## config.mk

```make
export PLATFORM = sky130hd
export DESIGN_NAME = kbd_scan_ctrl_flat
export DESIGN_NICKNAME = d
export VERILOG_FILES = /design/src/rtl/kbd_scan_ctrl_pkg.sv /design/src/rtl/kbd_scan_ctrl_if.sv /design/src/rtl/kbd_scan_ctrl_cnt.sv /design/src/rtl/kbd_scan_ctrl.sv /design/src/flat_wrapper.sv
export SDC_FILE = /design/constraint.sdc
export NUM_CORES = 1
export LEC_CHECK = 0
export ABC_AREA = 1
export CORE_MARGIN = 5
export CORE_UTILIZATION = 45
export CTS_BUF_LIST = sky130_fd_sc_hd__clkbuf_8 sky130_fd_sc_hd__clkbuf_16
export CTS_CLUSTER_DIAMETER = 60
export CTS_CLUSTER_SIZE = 12
export DETAILED_ROUTE_END_ITERATION = 10
export PLACE_DENSITY_LB_ADDON = 0.08
export SETUP_SLACK_MARGIN = 0.1
export SYNTH_ARGS = -nofsm -noshare
export SYNTH_HDL_FRONTEND = slang
export SYNTH_SLANG_ARGS = --single-unit
```

## constraint.sdc

```tcl
create_clock -name clk -period 1.33 [get_ports clk]
set_clock_uncertainty 0.15 [all_clocks]
set_input_delay 0.266 -clock clk [delete_from_list [all_inputs] [get_ports clk]]
set_output_delay 0.266 -clock clk [all_outputs]
set_load 0.02 [all_outputs]
```

## src/rtl/kbd_scan_ctrl_pkg.sv

```systemverilog
// Shared keyboard-scan definitions for the POKEY core: debounce state encoding,
// default SHIFT/CTRL scan codes and KBCODE field layout.
package kbd_scan_ctrl_pkg;

   typedef enum logic [1:0] {
      ST_WAIT     = 2'd0,
      ST_DEBOUNCE = 2'd1,
      ST_HELD     = 2'd2,
      ST_RELEASE  = 2'd3
   } kbd_state_t;

   localparam logic [5:0] SHIFT_CODE_DEF = 6'h10;
   localparam logic [5:0] CTRL_CODE_DEF  = 6'h00;

   localparam int KB_CTRL_BIT  = 7;
   localparam int KB_SHIFT_BIT = 6;
   localparam int KB_CODE_MSB  = 5;

   function automatic logic [7:0] pack_kbcode(input logic ctrl, input logic shift,
                                              input logic [5:0] code);
      logic [7:0] k;
      k                  = 8'h00;
      k[KB_CTRL_BIT]     = ctrl;
      k[KB_SHIFT_BIT]    = shift;
      k[KB_CODE_MSB:0]   = code;
      return k;
   endfunction

endpackage

```

## src/rtl/kbd_scan_ctrl_if.sv

```systemverilog
// Keyboard scan bundle: scan-rate tick, SKCTL enables, key return lines and
// the KBCODE/SKSTAT/IRQ results; state is exposed for debug.
interface kbd_scan_ctrl_if;
   import kbd_scan_ctrl_pkg::*;

   // Inputs are level signals sampled on the falling clk edge; irqAck is a
   // single-clk pulse that needs no enn qualification.
   logic       enn;
   logic       scanEn;
   logic       debounceEn;
   logic       kr1_n;
   logic       kr2_n;
   logic       irqAck;
   logic [5:0] kOut;
   logic [7:0] kbcode;
   logic       keyDown;
   logic       kShift;
   logic       keyOvrun;
   logic       kbIrq;
   kbd_state_t state;

   modport master (
      output enn, scanEn, debounceEn, kr1_n, kr2_n, irqAck,
      input  kOut, kbcode, keyDown, kShift, keyOvrun, kbIrq, state
   );

   modport slave (
      input  enn, scanEn, debounceEn, kr1_n, kr2_n, irqAck,
      output kOut, kbcode, keyDown, kShift, keyOvrun, kbIrq, state
   );

endinterface

```

## src/rtl/kbd_scan_ctrl_cnt.sv

```systemverilog
// 6-bit keyboard scan address counter: advances on each enn tick while run=1,
// wraps 63->0, and is held at zero while run=0.
module kbd_scan_cnt (
   input  logic       clk,
   input  logic       reset,
   input  logic       enn,
   input  logic       run,
   output logic [5:0] count
);

   always_ff @(negedge clk) begin
      if (reset) begin
         count <= 6'd0;
      end else if (enn) begin
         count <= run ? count + 6'd1 : 6'd0;
      end
   end

endmodule

```

## src/rtl/kbd_scan_ctrl.sv

```systemverilog
// POKEY keyboard scan sequencer: drives the scan address, debounces KR1,
// latches KBCODE with SHIFT/CTRL and raises the keyboard IRQ / overrun status.
module kbd_scan_ctrl
   import kbd_scan_ctrl_pkg::*;
#(
   parameter logic [5:0] SHIFT_CODE = SHIFT_CODE_DEF,
   parameter logic [5:0] CTRL_CODE  = CTRL_CODE_DEF
) (
   input logic          clk,
   input logic          reset,
   kbd_scan_ctrl_if.slave kbd
);

   logic [5:0] k_out;
   kbd_state_t state_q, state_n;
   logic [5:0] cmp_q, cmp_n;
   logic [7:0] kbcode_q, kbcode_n;
   logic       kshift_q, kshift_n;
   logic       ctrl_q, ctrl_n;
   logic       ovrun_q, ovrun_n;
   logic       irq_q, irq_n;
   logic       accept;
   logic [5:0] code;
   logic       hit;
   logic       key;

   kbd_scan_cnt u_cnt (
      .clk   (clk),
      .reset (reset),
      .enn   (kbd.enn),
      .run   (kbd.scanEn),
      .count (k_out)
   );

   assign hit = (k_out == cmp_q);
   assign key = ~kbd.kr1_n;

   always_comb begin
      state_n  = state_q;
      cmp_n    = cmp_q;
      kbcode_n = kbcode_q;
      kshift_n = kshift_q;
      ctrl_n   = ctrl_q;
      ovrun_n  = ovrun_q;
      irq_n    = irq_q;
      accept   = 1'b0;
      code     = k_out;

      if (kbd.enn) begin
         ovrun_n = 1'b0;
         if (!kbd.scanEn) begin
            state_n  = ST_WAIT;
            kshift_n = 1'b0;
         end else begin
            if (k_out == SHIFT_CODE) kshift_n = ~kbd.kr2_n;
            if (k_out == CTRL_CODE)  ctrl_n   = ~kbd.kr2_n;
            // Once a key is tracked, only its own scan slot (cmp) is looked at.
            case (state_q)
               ST_WAIT: begin
                  if (key) begin
                     if (kbd.debounceEn) begin
                        cmp_n   = k_out;
                        state_n = ST_DEBOUNCE;
                     end else begin
                        accept  = 1'b1;
                        code    = k_out;
                        state_n = ST_HELD;
                     end
                  end
               end
               ST_DEBOUNCE: begin
                  if (hit) begin
                     if (key) begin
                        accept  = 1'b1;
                        code    = cmp_q;
                        state_n = ST_HELD;
                     end else begin
                        state_n = ST_WAIT;
                     end
                  end
               end
               ST_HELD: begin
                  if (hit && !key) state_n = kbd.debounceEn ? ST_RELEASE : ST_WAIT;
               end
               ST_RELEASE: begin
                  if (hit) state_n = key ? ST_HELD : ST_WAIT;
               end
               default: state_n = ST_WAIT;
            endcase
         end
      end

      if (kbd.irqAck) irq_n = 1'b0;

      // A fresh key beats a simultaneous acknowledge.
      if (accept) begin
         kbcode_n = pack_kbcode(ctrl_q, kshift_q, code);
         cmp_n    = code;
         ovrun_n  = irq_q & ~kbd.irqAck;
         irq_n    = 1'b1;
      end
   end

   always_ff @(negedge clk) begin
      if (reset) begin
         state_q  <= ST_WAIT;
         cmp_q    <= 6'd0;
         kbcode_q <= 8'h00;
         kshift_q <= 1'b0;
         ctrl_q   <= 1'b0;
         ovrun_q  <= 1'b0;
         irq_q    <= 1'b0;
      end else begin
         state_q  <= state_n;
         cmp_q    <= cmp_n;
         kbcode_q <= kbcode_n;
         kshift_q <= kshift_n;
         ctrl_q   <= ctrl_n;
         ovrun_q  <= ovrun_n;
         irq_q    <= irq_n;
      end
   end

   assign kbd.kOut     = k_out;
   assign kbd.kbcode   = kbcode_q;
   assign kbd.keyDown  = (state_q == ST_HELD) || (state_q == ST_RELEASE);
   assign kbd.kShift   = kshift_q;
   assign kbd.keyOvrun = ovrun_q;
   assign kbd.kbIrq    = irq_q;
   assign kbd.state    = state_q;

endmodule

```

## src/flat_wrapper.sv

```systemverilog
// flat-port wrapper written by rule: the top's interface ports become plain ports
module kbd_scan_ctrl_flat import kbd_scan_ctrl_pkg::*;
#(
   parameter logic [5:0] SHIFT_CODE = SHIFT_CODE_DEF,
   parameter logic [5:0] CTRL_CODE  = CTRL_CODE_DEF
)
  (clk, reset, kbd_enn, kbd_scanEn, kbd_debounceEn, kbd_kr1_n, kbd_kr2_n, kbd_irqAck, kbd_kOut, kbd_kbcode, kbd_keyDown, kbd_kShift, kbd_keyOvrun, kbd_kbIrq, kbd_state);
  kbd_scan_ctrl_if kbd_i ();
  input logic clk;
  input logic reset;
  input wire logic [$bits(kbd_i.enn)-1:0] kbd_enn;
  input wire logic [$bits(kbd_i.scanEn)-1:0] kbd_scanEn;
  input wire logic [$bits(kbd_i.debounceEn)-1:0] kbd_debounceEn;
  input wire logic [$bits(kbd_i.kr1_n)-1:0] kbd_kr1_n;
  input wire logic [$bits(kbd_i.kr2_n)-1:0] kbd_kr2_n;
  input wire logic [$bits(kbd_i.irqAck)-1:0] kbd_irqAck;
  output wire logic [$bits(kbd_i.kOut)-1:0] kbd_kOut;
  output wire logic [$bits(kbd_i.kbcode)-1:0] kbd_kbcode;
  output wire logic [$bits(kbd_i.keyDown)-1:0] kbd_keyDown;
  output wire logic [$bits(kbd_i.kShift)-1:0] kbd_kShift;
  output wire logic [$bits(kbd_i.keyOvrun)-1:0] kbd_keyOvrun;
  output wire logic [$bits(kbd_i.kbIrq)-1:0] kbd_kbIrq;
  output wire logic [$bits(kbd_i.state)-1:0] kbd_state;
  assign kbd_i.enn = kbd_enn;
  assign kbd_i.scanEn = kbd_scanEn;
  assign kbd_i.debounceEn = kbd_debounceEn;
  assign kbd_i.kr1_n = kbd_kr1_n;
  assign kbd_i.kr2_n = kbd_kr2_n;
  assign kbd_i.irqAck = kbd_irqAck;
  assign kbd_kOut = kbd_i.kOut;
  assign kbd_kbcode = kbd_i.kbcode;
  assign kbd_keyDown = kbd_i.keyDown;
  assign kbd_kShift = kbd_i.kShift;
  assign kbd_keyOvrun = kbd_i.keyOvrun;
  assign kbd_kbIrq = kbd_i.kbIrq;
  assign kbd_state = kbd_i.state;
  kbd_scan_ctrl #(.SHIFT_CODE(SHIFT_CODE), .CTRL_CODE(CTRL_CODE)) u_core (.clk(clk), .reset(reset), .kbd(kbd_i));
endmodule
```

==> flow_summary.ini <==
[status]
status = finished with violations
violations = negative setup slack

[logic_synthesis]
ys_types = 28
netlist_area_sq_um = 1400
yosysSeqAreaShare = 0.373
ys_ff_latch = 26
postSynthCellCount = 194
yosysWarningCount = 0
async_reset_ff_frac = 0
synth_area_leader_cell = dfxtp_1
yosys_most_used_dff = dfxtp_1
syn_avg_cell_area_sq_um = 7.19
yosys-top-cells-area = dfxtp_1, nand2_1, a21oi_1
synth_nets = 204
synth-edff-count = 0
synth.top_cell.area_share = 0.373

[drt]
ant_nets = 0
met1_length_mm = 2.45
first_pass_iters = 5
wirelength_mm = 7.40
drtIter0Drc = 223
wl_per_cell_um = 22.0
top_layer = met4
via_per_inst = 6.14
drc = 0
wl_met3_um = 793
met2_length_mm = 3.64
vias = 2064

[global_route]
grt_pass1_vias = 1847
grt-ovfl-total = 0
antenna_found_initial = 0
groute.usage.overall = 0.253
grt_pass1_wl_mm = 8.45
grt_max_degree = 16

[finish]
diodes = 0
mostFrequentLayoutCell = inv_1
layout_common_cells = inv_1, buf_6, buf_4, nand2_1
fin_util = 0.947
drive_above_1_share = 0.637
layout.cells.non_filler = 336
area_delta_synth_final_pct = 104
fin_nets = 314

[timing]
slew_viol_final = 0
finalSetupViolations = 46
finalWorstSetupSlack_ns = -0.615
hold_viol = 0
slew_headroom = 0.832
hold_slack_ns = 0.331
fin_tns_setup_ns = -23.26
rsz0062_at_grt = yes
worstMarginPinSlew_ns = 0.252

[clock_tree]
cts.sinks = 26
cts_tree = done
insertion_delay_ns = 0.38
cts_buffers = 3
clk_pin_slew_worst_paths_ns = 0.08
cts_buffer_depth = 2
htreeDepth = 1
cts_root_buf = clkbuf_8

[power_and_ir_drop]
ir_drop_uv = 693
p_leak_uw = 0.00128
power.density_nw_per_um2 = 761

[die]
core_area_sq_um = 3000
row_count = 20
die_w_um = 65.7
start_util = 0.465
ios = 28
die_y_um = 65.7
dieArea_sq_um = 4310

[setup_path]
cp_data_required_time_ns = 0.91
crit_chain = buf_6
cp_top_family = flip-flops
startpoint = u_core.kbd.kbcode[6]
critPathSlowestCell = dfxtp_4
reg2reg_depth = 9
worst_setup_path_start_kind = flop
cp_num_buf_inv = 1
max_stage_delay_ns = 0.35
worstSetupPathType = reg -> out
cp.depth = 1
arrival_ns = 1.53
worstSetupEndpointType = primary output
rr_startpoint = u_core.u_cnt.count[0]
path_max_fanout = 2

[placed_design]
place_inst = 289
dpl.hpwl_mm = 2.95
io_buffers = 27
gp_congestion = 0.854

[worst_hold_path]
hold_depth = 2
hp-class = reg -> reg
hold_start = u_core.ctrl_q

[run]
cap_violations = 0
## flip-flops by register name (all words and copies together), names as in the netlist
| name | cells |
|---|---|
| u_core.kbd.state | 2 |
| u_core.ctrl_q | 1 |
| u_core.u_cnt.count | 6 |
| u_core.kbd.kShift | 1 |
| u_core.kbd.kbIrq | 1 |
| u_core.cmp_q | 6 |
| u_core.kbd.kbcode | 8 |
| u_core.kbd.keyOvrun | 1 |
## synthesized netlist by cell type (2+ instances only)
master and count:
o21ai_0 3, nand2_2 6, nand4_4 2, nor3_1 3, dfxtp_1 26, nand2_1 47, ha_1 2, a21oi_1 19
nor2_1 13, xor2_1 2, clkbuf_1 3, inv_2 5, inv_1 21, nor2_4 3, a21oi_2 5, nand3_1 15
nand4_1 8
## cell families (layout without fill, tap and decap cells)
kind of cell | after synthesis | after routing | synth area share
fa+ha+maj | 2 | 2 | 0.0179
xor+xnor | 2 | 2 | 0.0126
compound gates | 31 | 31 | 0.132
buf+inv | 33 | 140 | 0.101
flops | 26 | 26 | 0.373
simple gates | 100 | 102 | 0.363
## stage by stage
stage	instance area [sq um]	power [uW]	worst slack, ns
6_report	2840	2160	-0.615
5_1_grt	2840	2270	-0.648
4_1_cts	2600	1980	-0.590
3_5_place_dp	2130	1200	-1.26
3_3_place_gp	2130	1190	-1.23
2_1_floorplan	1550	1070	-0.578
## routing by layer
layer	GRT usage	up-vias
met5	0	-
met4	0.161	0
met3	0.0547	62
met2	0.421	202
met1	0.290	942
li1	-	858
## power breakdown
part / internal, uW / total [uW] / switching [uW]
Combinational: 193 / 452 / 259
Sequential: 764 / 776 / 12.2
Clock: 319 / 936 / 617
Total: 1280 / 2160 / 888
## path summary, 6_finish.rpt
path	endpoint	slack (ns)
worst min-delay path	u_core.ctrl_q	0.33
worst min register to register	u_core.ctrl_q	0.33
worst max-delay path	kbd_kbcode[6]	-0.61
worst max register to register	u_core.cmp_q[1]	-0.56
## layout make-up
class                      instances  area [sq um]
multi-input combinational        137          1100
timing repair buffer              84           837
sequential                        26           589
fill                              95           160
inverter                          26           126
clock inverter                    27           104
clock buffer                       3          41.3
tap                               33          41.3
## timing repair
| action | in CTS | in global routing |
|---|---|---|
| pin swaps | 34 | 25 |
| setup endpoints to repair | 46 | 46 |
| setup buffers | 5 | 11 |
| hold buffers | 0 | 0 |
| cloned | 2 | 0 |
| resized for setup | 210 | 38 |
Power figures use the tool's default switching activity.
